==> config.mk <==
export PLATFORM = sky130hd
export DESIGN_NAME = pe_mac_cell
export DESIGN_NICKNAME = d
export VERILOG_FILES = /design/src/rtl/pe_pkg.sv /design/src/rtl/pe_sat_add.sv /design/src/rtl/pe_mac_cell.sv
export SDC_FILE = /design/constraint.sdc
export NUM_CORES = 1
export LEC_CHECK = 0
export ABC_AREA = 1
export BUFFER_PORTS_ARGS = -buffer_cell sky130_fd_sc_hd__buf_2
export CAP_MARGIN = 25
export CORE_MARGIN = 2
export CORE_UTILIZATION = 30
export CTS_CLUSTER_SIZE = 30
export DETAILED_ROUTE_END_ITERATION = 10
export RECOVER_POWER = 50
export SYNTH_ARGS = -nofsm -noshare
export SYNTH_HDL_FRONTEND = slang
export SYNTH_SLANG_ARGS = --single-unit
==> constraint.sdc <==
create_clock -name clk -period 7.86 [get_ports clk]
set_input_delay 0.393 -clock clk [delete_from_list [all_inputs] [get_ports clk]]
set_output_delay 0.393 -clock clk [all_outputs]
set_load 0.1 [all_outputs]
==> src/rtl/pe_pkg.sv <==
// ---------------------------------------------------------------------------
// pe_pkg
// Shared definitions for the systolic MAC processing element.
//   pe_state_t : tile framing FSM state (IDLE = no tile open, ACCUM = tile
//                in progress).
//   satMax/satMin : clamp limits for an accumulator of a given width and
//                signedness, returned at PE_MAX_ACC_WIDTH bits so that any
//                accumulator up to that width can take its low bits.
// ---------------------------------------------------------------------------
package pe_pkg;

    typedef enum logic {
        IDLE  = 1'b0,
        ACCUM = 1'b1
    } pe_state_t;

    localparam int PE_MAX_ACC_WIDTH = 128;

    // Largest representable accumulator value: 0111..1 for signed,
    // 1111..1 for unsigned.
    function automatic logic [PE_MAX_ACC_WIDTH-1:0] satMax(input int accWidth,
                                                           input bit isSigned);
        logic [PE_MAX_ACC_WIDTH-1:0] one;
        one = {{(PE_MAX_ACC_WIDTH-1){1'b0}}, 1'b1};
        if (isSigned) begin
            return (one << (accWidth - 1)) - one;
        end
        return (one << accWidth) - one;
    endfunction

    // Smallest representable accumulator value: 1000..0 for signed, 0 for
    // unsigned.
    function automatic logic [PE_MAX_ACC_WIDTH-1:0] satMin(input int accWidth,
                                                           input bit isSigned);
        logic [PE_MAX_ACC_WIDTH-1:0] one;
        one = {{(PE_MAX_ACC_WIDTH-1){1'b0}}, 1'b1};
        if (isSigned) begin
            return one << (accWidth - 1);
        end
        return '0;
    endfunction

endpackage

==> src/rtl/pe_sat_add.sv <==
// ---------------------------------------------------------------------------
// pe_sat_add
// Combinational accumulator adder with overflow detection and optional
// saturation.
//   i_a, i_b    : ACC_WIDTH addends (two's complement when SIGNED=1)
//   o_sum       : truncated sum, or the clamped limit when SATURATE=1 and the
//                 addition overflowed
//   o_overflow  : the true sum does not fit in ACC_WIDTH bits
// ---------------------------------------------------------------------------
module pe_sat_add
    import pe_pkg::*;
#(
    parameter int ACC_WIDTH = 40,
    parameter int SIGNED    = 0,
    parameter int SATURATE  = 0
) (
    input  logic [ACC_WIDTH-1:0] i_a,
    input  logic [ACC_WIDTH-1:0] i_b,
    output logic [ACC_WIDTH-1:0] o_sum,
    output logic                 o_overflow
);

    localparam logic [PE_MAX_ACC_WIDTH-1:0] SAT_MAX_FULL = satMax(ACC_WIDTH, SIGNED != 0);
    localparam logic [PE_MAX_ACC_WIDTH-1:0] SAT_MIN_FULL = satMin(ACC_WIDTH, SIGNED != 0);
    localparam logic [ACC_WIDTH-1:0]        SAT_MAX      = SAT_MAX_FULL[ACC_WIDTH-1:0];
    localparam logic [ACC_WIDTH-1:0]        SAT_MIN      = SAT_MIN_FULL[ACC_WIDTH-1:0];

    // One extra bit keeps the unsigned carry out.
    logic [ACC_WIDTH:0] w_wide;
    logic               w_overflow;

    assign w_wide = {1'b0, i_a} + {1'b0, i_b};

    // Signed overflow: equal-sign addends producing a result of the other
    // sign. Unsigned overflow: carry out of the top bit.
    always_comb begin
        w_overflow = 1'b0;
        if (SIGNED != 0) begin
            w_overflow = (i_a[ACC_WIDTH-1] == i_b[ACC_WIDTH-1]) &&
                         (w_wide[ACC_WIDTH-1] != i_a[ACC_WIDTH-1]);
        end else begin
            w_overflow = w_wide[ACC_WIDTH];
        end
    end

    // On signed overflow both addends share a sign, so i_a's sign bit says
    // which rail to clamp to. Unsigned can only overflow upward.
    always_comb begin
        o_sum = w_wide[ACC_WIDTH-1:0];
        if ((SATURATE != 0) && w_overflow) begin
            if ((SIGNED != 0) && i_a[ACC_WIDTH-1]) begin
                o_sum = SAT_MIN;
            end else begin
                o_sum = SAT_MAX;
            end
        end
    end

    assign o_overflow = w_overflow;

endmodule

==> src/rtl/pe_mac_cell.sv <==
// ---------------------------------------------------------------------------
// pe_mac_cell
// Systolic multiply-accumulate processing element.
//   clk, reset        : clock, synchronous active-high reset
//   pause             : freezes forwarding registers and the accumulator
//   left_in, top_in   : row / column operands
//   valid_in, last_in : operand valid, final beat of a tile
//   right_out, bottom_out, valid_out, last_out : inputs forwarded 1 cycle later
//   result, result_valid, result_ready : completed tile sum with handshake
//   overflow          : sticky, accumulator overflowed since reset
//   overrun           : sticky, an unconsumed result was overwritten
// ---------------------------------------------------------------------------
module pe_mac_cell
    import pe_pkg::*;
#(
    parameter int DATA_WIDTH = 16,
    parameter int ACC_WIDTH  = 40,
    parameter int SIGNED     = 0,
    parameter int SATURATE   = 0
) (
    input  logic                  clk,
    input  logic                  reset,
    input  logic                  pause,
    input  logic [DATA_WIDTH-1:0] left_in,
    input  logic [DATA_WIDTH-1:0] top_in,
    input  logic                  valid_in,
    input  logic                  last_in,
    output logic [DATA_WIDTH-1:0] right_out,
    output logic [DATA_WIDTH-1:0] bottom_out,
    output logic                  valid_out,
    output logic                  last_out,
    output logic [ACC_WIDTH-1:0]  result,
    output logic                  result_valid,
    input  logic                  result_ready,
    output logic                  overflow,
    output logic                  overrun
);

    localparam int PROD_WIDTH = 2 * DATA_WIDTH;

    pe_state_t r_state;
    pe_state_t w_nextState;

    logic [DATA_WIDTH-1:0] r_rightOut;
    logic [DATA_WIDTH-1:0] r_bottomOut;
    logic                  r_validOut;
    logic                  r_lastOut;
    logic [ACC_WIDTH-1:0]  r_acc;
    logic [ACC_WIDTH-1:0]  r_result;
    logic                  r_resultValid;
    logic                  r_overflow;
    logic                  r_overrun;

    logic                  w_beat;
    logic                  w_accLoad;
    logic                  w_accClear;
    logic                  w_tileClose;
    logic [PROD_WIDTH-1:0] w_leftExt;
    logic [PROD_WIDTH-1:0] w_topExt;
    logic [PROD_WIDTH-1:0] w_prod;
    logic [ACC_WIDTH-1:0]  w_addend;
    logic [ACC_WIDTH-1:0]  w_sum;
    logic                  w_sumOverflow;

    // pause wins over valid_in.
    assign w_beat = valid_in & ~pause;

    // Extending both operands to 2*DATA_WIDTH and keeping the low half of
    // the product gives the exact signed or unsigned product.
    assign w_leftExt = {{DATA_WIDTH{(SIGNED != 0) & left_in[DATA_WIDTH-1]}}, left_in};
    assign w_topExt  = {{DATA_WIDTH{(SIGNED != 0) & top_in[DATA_WIDTH-1]}},  top_in};
    assign w_prod    = w_leftExt * w_topExt;

    generate
        if (ACC_WIDTH > PROD_WIDTH) begin : g_prodExtend
            assign w_addend = {{(ACC_WIDTH-PROD_WIDTH){(SIGNED != 0) & w_prod[PROD_WIDTH-1]}},
                               w_prod};
        end else begin : g_prodDirect
            assign w_addend = w_prod;
        end
    endgenerate

    // The accumulator is always 0 in IDLE, so one adder covers both opening
    // a tile and continuing it.
    pe_sat_add #(
        .ACC_WIDTH (ACC_WIDTH),
        .SIGNED    (SIGNED),
        .SATURATE  (SATURATE)
    ) u_satAdd (
        .i_a        (r_acc),
        .i_b        (w_addend),
        .o_sum      (w_sum),
        .o_overflow (w_sumOverflow)
    );

    // State register.
    always_ff @(posedge clk) begin
        if (reset) begin
            r_state <= IDLE;
        end else begin
            r_state <= w_nextState;
        end
    end

    // Next state: a non-last beat opens or continues a tile; a last beat
    // always leaves the FSM in IDLE.
    always_comb begin
        w_nextState = r_state;
        if (w_beat) begin
            case (r_state)
                IDLE:    if (!last_in) w_nextState = ACCUM;
                ACCUM:   if (last_in)  w_nextState = IDLE;
                default: w_nextState = IDLE;
            endcase
        end
    end

    // Datapath controls. A last beat closes the tile in either state; in
    // IDLE that is a single-beat tile whose result is just the product.
    always_comb begin
        w_accLoad   = 1'b0;
        w_accClear  = 1'b0;
        w_tileClose = 1'b0;
        if (w_beat) begin
            if (last_in) begin
                w_tileClose = 1'b1;
                w_accClear  = 1'b1;
            end else begin
                w_accLoad = 1'b1;
            end
        end
    end

    // Forwarding registers pass operands through regardless of valid_in.
    always_ff @(posedge clk) begin
        if (reset) begin
            r_rightOut  <= '0;
            r_bottomOut <= '0;
            r_validOut  <= 1'b0;
            r_lastOut   <= 1'b0;
        end else if (!pause) begin
            r_rightOut  <= left_in;
            r_bottomOut <= top_in;
            r_validOut  <= valid_in;
            r_lastOut   <= last_in;
        end
    end

    // Accumulator and sticky overflow, both only advanced by a beat.
    always_ff @(posedge clk) begin
        if (reset) begin
            r_acc      <= '0;
            r_overflow <= 1'b0;
        end else begin
            if (w_accClear) begin
                r_acc <= '0;
            end else if (w_accLoad) begin
                r_acc <= w_sum;
            end
            if (w_beat && w_sumOverflow) begin
                r_overflow <= 1'b1;
            end
        end
    end

    // Result holding register. A tile close always loads and keeps valid
    // high; it is an overrun only if the old result was not taken this cycle.
    // The handshake ignores pause.
    always_ff @(posedge clk) begin
        if (reset) begin
            r_result      <= '0;
            r_resultValid <= 1'b0;
            r_overrun     <= 1'b0;
        end else begin
            if (w_tileClose) begin
                r_result      <= w_sum;
                r_resultValid <= 1'b1;
                if (r_resultValid && !result_ready) begin
                    r_overrun <= 1'b1;
                end
            end else if (r_resultValid && result_ready) begin
                r_resultValid <= 1'b0;
            end
        end
    end

    assign right_out    = r_rightOut;
    assign bottom_out   = r_bottomOut;
    assign valid_out    = r_validOut;
    assign last_out     = r_lastOut;
    assign result       = r_result;
    assign result_valid = r_resultValid;
    assign overflow     = r_overflow;
    assign overrun      = r_overrun;

endmodule

; ---- Yosys cells after proc, flatten, opt, wreduce, memory -nomap -nowiden
; Index checks and enable logic that the tools add are counted.
; W data, S select, Z words.
[totals]
word_cells = 26
register_bits = 117
inputBits = 38
output_inout_bits = 77
[op_classes]
n_mux = 6
reduce_logical = 7
n_addsub = 1
n_bitwise = 2
multipliers = 1
[op_table]
columns = op, n
row1 = $add A40 B32 Y41, 1
row2 = $mul A16 B16 Y32, 1
row3 = $mux W1, 6
row4 = $logic_and A1 B1 Y1, 3
row5 = $reduce_and A2 Y1, 1
row6 = $reduce_bool A2 Y1, 1
row7 = $reduce_or A2 Y1, 1
row8 = $and A1 B1 Y1, 1
row9 = $logic_not A1 Y1, 1
row10 = $not A1 Y1, 1

; ---- Logic depth before layout (Yosys ltp)
[depth]
word_depth = 4
mapped_depth = 31

; ---- Modules after synthesis
; Synthesis repeated with hierarchy kept, for this count alone.
[hier_totals]
hier_cells = 2517
hier_area_um2 = 16789.9
[by_module_without_submodules]
columns = mod, area_each_um2, cells_per_inst, instances
row1 = pe_mac_cell, 13735.7, 1897, 1
row2 = pe_sat_add, 3054.2, 620, 1

; ---- Worst setup path before layout
; Ideal clock, no wire load.
[synth_timing]
kind = input -> register
start = input left_in[7]
end = register r_acc[35]
setup_ps = 109
t_arrival_ps = 5374
cell_stages = 25
path_slack_ps = 2377
path_cell_list = clkbuf_1 > clkbuf_1 > nand2_1 > fa_1 > inv_1 > fa_1 > inv_1 > fa_1 > inv_1 > fa_1 > fa_1 > inv_1 > fa_1 > inv_1 > ha_1 > a21oi_1 > nand2_1 > a21oi_1 > nand2_1 > nand2_1 > nand2_1 > nand2_1 > nand3_1 > nand2_1 > inv_1
[synth_between]
elab_chain_cells = 2
[synth_lines]
columns = element, line_no
row1 = start: declaration, pe_mac_cell.sv:24  ; input logic [DATA_WIDTH-1:0] left_in,
row2 = $mul A16 B16 Y32, pe_mac_cell.sv:72  ; assign w_prod = w_leftExt * w_topExt;
row3 = $add A40 B32 Y41, pe_sat_add.sv:32  ; assign w_wide = {1'b0, i_a} + {1'b0, i_b};
row4 = end signal: assignment, pe_mac_cell.sv:158  ; r_acc <= w_sum;
row5 = end: declaration, pe_mac_cell.sv:48  ; logic [ACC_WIDTH-1:0] r_acc;
; No other way between the ends.
; A chain may end at the register's enable or synchronous reset.

; ---- Worst setup path in the final report
[layout_timing]
start = input top_in[7]
end = register r_acc[23]
[layout_between]
elab_chain_cells = 2
[layout_lines]
columns = element, line_no
row1 = start: declaration, pe_mac_cell.sv:25  ; input logic [DATA_WIDTH-1:0] top_in,
row2 = $mul A16 B16 Y32, pe_mac_cell.sv:72
row3 = $add A40 B32 Y41, pe_sat_add.sv:32
; No other way between the ends.

==> flow_metrics.env <==
export IMPL_violations="capacitance limit, slew limit"
export IMPL_core_um2=49100
export IMPL_io_pins=115
export IMPL_synthMuxAreaShare_pct=0
export IMPL_r2r_end="r_acc[23]$_SDFFE_PP0P_"
export IMPL_synth_edff_count=0
export IMPL_setup_ws_ns=2.12
export IMPL_finalMaxSlewViolations=34
export IMPL_worstSetupPathType="in -> reg"
export IMPL_synth_compound_area_share_pct=4.95
export IMPL_dp_hpwl_um=34200
export IMPL_fin_crit_sh_pct=73.0
export IMPL_worst_pin_slew_ns=1.53
export IMPL_die_area_um2=51700
export IMPL_fin_nets=2511
export IMPL_status="finished with violations"
export IMPL_postSynthCellCount=2093
export IMPL_ys_top_cells_by_count="nand2_1, inv_1, fa_1, nor2_1, dfxtp_1"
export IMPL_grt_pass1_vias=12778
export IMPL_yosysMostFrequentCell="nand2_1"
export IMPL_clkLatencyLatePin_ns=0.48
export IMPL_syn_avg_cell_area_um2=7.15
export IMPL_async_reset_ff_share_pct=0
export IMPL_r2r_setup_slack_ns=3.18
export IMPL_r2r_start="r_acc[14]$_SDFFE_PP0P_"
export IMPL_synth_nets=2467
export IMPL_synth_area_leaders="fa_1, dfxtp_1, nand2_1"
export IMPL_required_ns=8.23
export IMPL_synthFlopType="dfxtp_1"
export IMPL_viasPerCell=4.36
export IMPL_worstSetupEndpointType="register"
export IMPL_yosys_warnings=0
export IMPL_antenna_found_initial=2
export IMPL_seq_area_frac_synth_pct=15.6
export IMPL_max_freq_ghz=0.174
export IMPL_post_synth_num_cell_types=35
export IMPL_place_gp_congestion=0.913
export IMPL_fin_crit_ns=5.74
export IMPL_syn_to_final_growth_pct=10.4
export IMPL_synth_top_family_by_area="adder cells"
export IMPL_netlist_area_um2=15000
export IMPL_cts_tree="built"
export IMPL_setup_violations=0
export IMPL_totalWireLength_um=41100
export IMPL_avgRoutedWirePerCell_um=14.6
export IMPL_maxCapViolations=1
export IMPL_grt_ovfl_total=0
export IMPL_fin_tns_setup_ns=0
export IMPL_grt_usage_pct=17.0
export IMPL_fin_worst_skew_ns=0.0136
export IMPL_vias=12257
export IMPL_drtIter0Drc=675
export IMPL_rr_worst_depth=19
export IMPL_remaining_drc_errors=0
export IMPL_crit_fanout=17
export IMPL_synth_top_cell_by_area="fa_1"
export IMPL_final_layout_size_suffix_gt1_share_pct=5.63
export IMPL_grt_max_degree=56
export IMPL_cp_data_arrival_time_ns=6.10
export IMPL_startpoint_type="input port"
export IMPL_drtAntennaViolNets=0
export IMPL_io_buffers=114
export IMPL_synth_xor_area_share_pct=1.11
export IMPL_hold_buffers=0
export IMPL_timing_critical_path_to="r_acc[23]$_SDFFE_PP0P_"
export IMPL_die_h_um=227
export IMPL_dr_pass1_iters=5
export IMPL_cts_max_level=4
export IMPL_holdCritPathClass="in -> reg"
export IMPL_synth_adder_area_share_pct=39.4
export IMPL_cts_buffer_depth=2
export IMPL_synth_top_area_share_pct=30.2
export IMPL_worst_hold_slack_ns=0.199
export IMPL_relSlewSlack_pct=-1.91
export IMPL_clock_sinks=117
export IMPL_diodes=0
export IMPL_die_width_um=227
export IMPL_yosys_register_bits=117
export IMPL_grt_pass1_wl_um=67700
export IMPL_rsz0062_at_grt="false"
export IMPL_post_cts_buffers=0
export IMPL_cts_made_buffers=17
export IMPL_clk_pin_slew_ns=0.06
export IMPL_hold_violations=0
export IMPL_synthSimpleGateAreaFrac_pct=21.9
export IMPL_start_util_pct=30.5
export IMPL_dp_slack_ns=1.69
export IMPL_cts_resized_gates=0
export IMPL_rows=81
export IMPL_cts_root_buffer="clkbuf_16"
export IMPL_startpoint="top_in[7]"
[layout by cell type, fill, tap and decap left out, types with 4 or more instances in the layout]
cell        instances
a21oi_1            52
buf_2              52
clkbuf_1           64
clkbuf_16          17
clkinv_4            5
clkinvlp_4          5
dfxtp_1           117
fa_1              226
ha_1              110
inv_1             566
inv_2               8
nand2_1           585
nand2_2            11
nand3_1            43
nand3_2             7
nor2_1            142
nor2_2              4
nor3_1              9
o211ai_1           10
o21ai_0            66
o21ai_1             6
xnor2_1            15
xor2_1              4
[flip-flops by register name (all words and copies together), names as in the netlist]
signal	cells
last_out	1
result	40
r_acc	40
result_valid	1
overflow	1
bottom_out	16
right_out	16
valid_out	1
overrun	1
[worst min path at each step]
stage / from / to / slack (ns) / depth (start not counted)
CTS: result_ready / result_valid$_SDFFE_PP0P_ / 0.15 / 4
detailed placement: result[31]$_SDFFE_PP0P_ / result[31]$_SDFFE_PP0P_ / 0.43 / 2
floorplan: r_acc[10]$_SDFFE_PP0P_ / r_acc[10]$_SDFFE_PP0P_ / 0.47 / 2
finish: result_ready / result_valid$_SDFFE_PP0P_ / 0.20 / 4
global placement: result[36]$_SDFFE_PP0P_ / result[36]$_SDFFE_PP0P_ / 0.43 / 2
global route: result_ready / result_valid$_SDFFE_PP0P_ / 0.22 / 4
[layout make-up]
type	count	area (µm²)
Fill cell	5360	32500
Timing Repair Buffer	117	524
Clock inverter	14	155
Tap cell	664	831
Multi-Input combinational cell	1308	10100
Inverter	576	2160
Clock buffer	18	429
Sequential cell	117	2340
[stage by stage]
stage                     utilization, %  cells  area, µm²
after floorplan                        -   2093      15000
after global placement              32.6   2781      16000
after detailed placement            32.7   2782      16000
after CTS                           33.9   2814      16600
after global routing                33.7   2814      16500
final                               33.7   2814      16500
[worst max-delay path: stages]
cell     delay [ns]
buf_2          0.35
nand2_1        0.14
fa_1           0.55
inv_1          0.05
fa_1           0.50
inv_1          0.05
fa_1           0.53
inv_1          0.05
fa_1           0.52
fa_1           0.52
inv_1          0.05
fa_1           0.47
inv_1          0.04
ha_1           0.35
a21oi_1        0.30
nand2_1        0.16
inv_1          0.07
nand2_1        0.05
nand2_1        0.06
nand3_2        0.17
xnor2_1        0.50
nand2_1        0.10
nand2_1        0.08
inv_1          0.03
[metal layers]
layer	global-route usage (%)	wire, µm	up-vias
li1	-	-	6070
met1	23.1	19600	5863
met2	26.9	18700	264
met3	3.50	1900	56
met4	5.97	950	4
met5	0	27	-
[logic make-up (layout without fill, tap and decap cells)]
kind of cell	after synthesis	in the layout
AND/OR/NAND/NOR	813	813
buffers and inverters	668	725
adder cells (fa/ha/maj)	336	336
AO/OA/AOI/OAI	140	140
flip-flops	117	117
XOR/XNOR	19	19
Power is left out: the tool's default activity adds up to more than one toggle a clock period on the data nets, which glitch-free logic cannot reach.
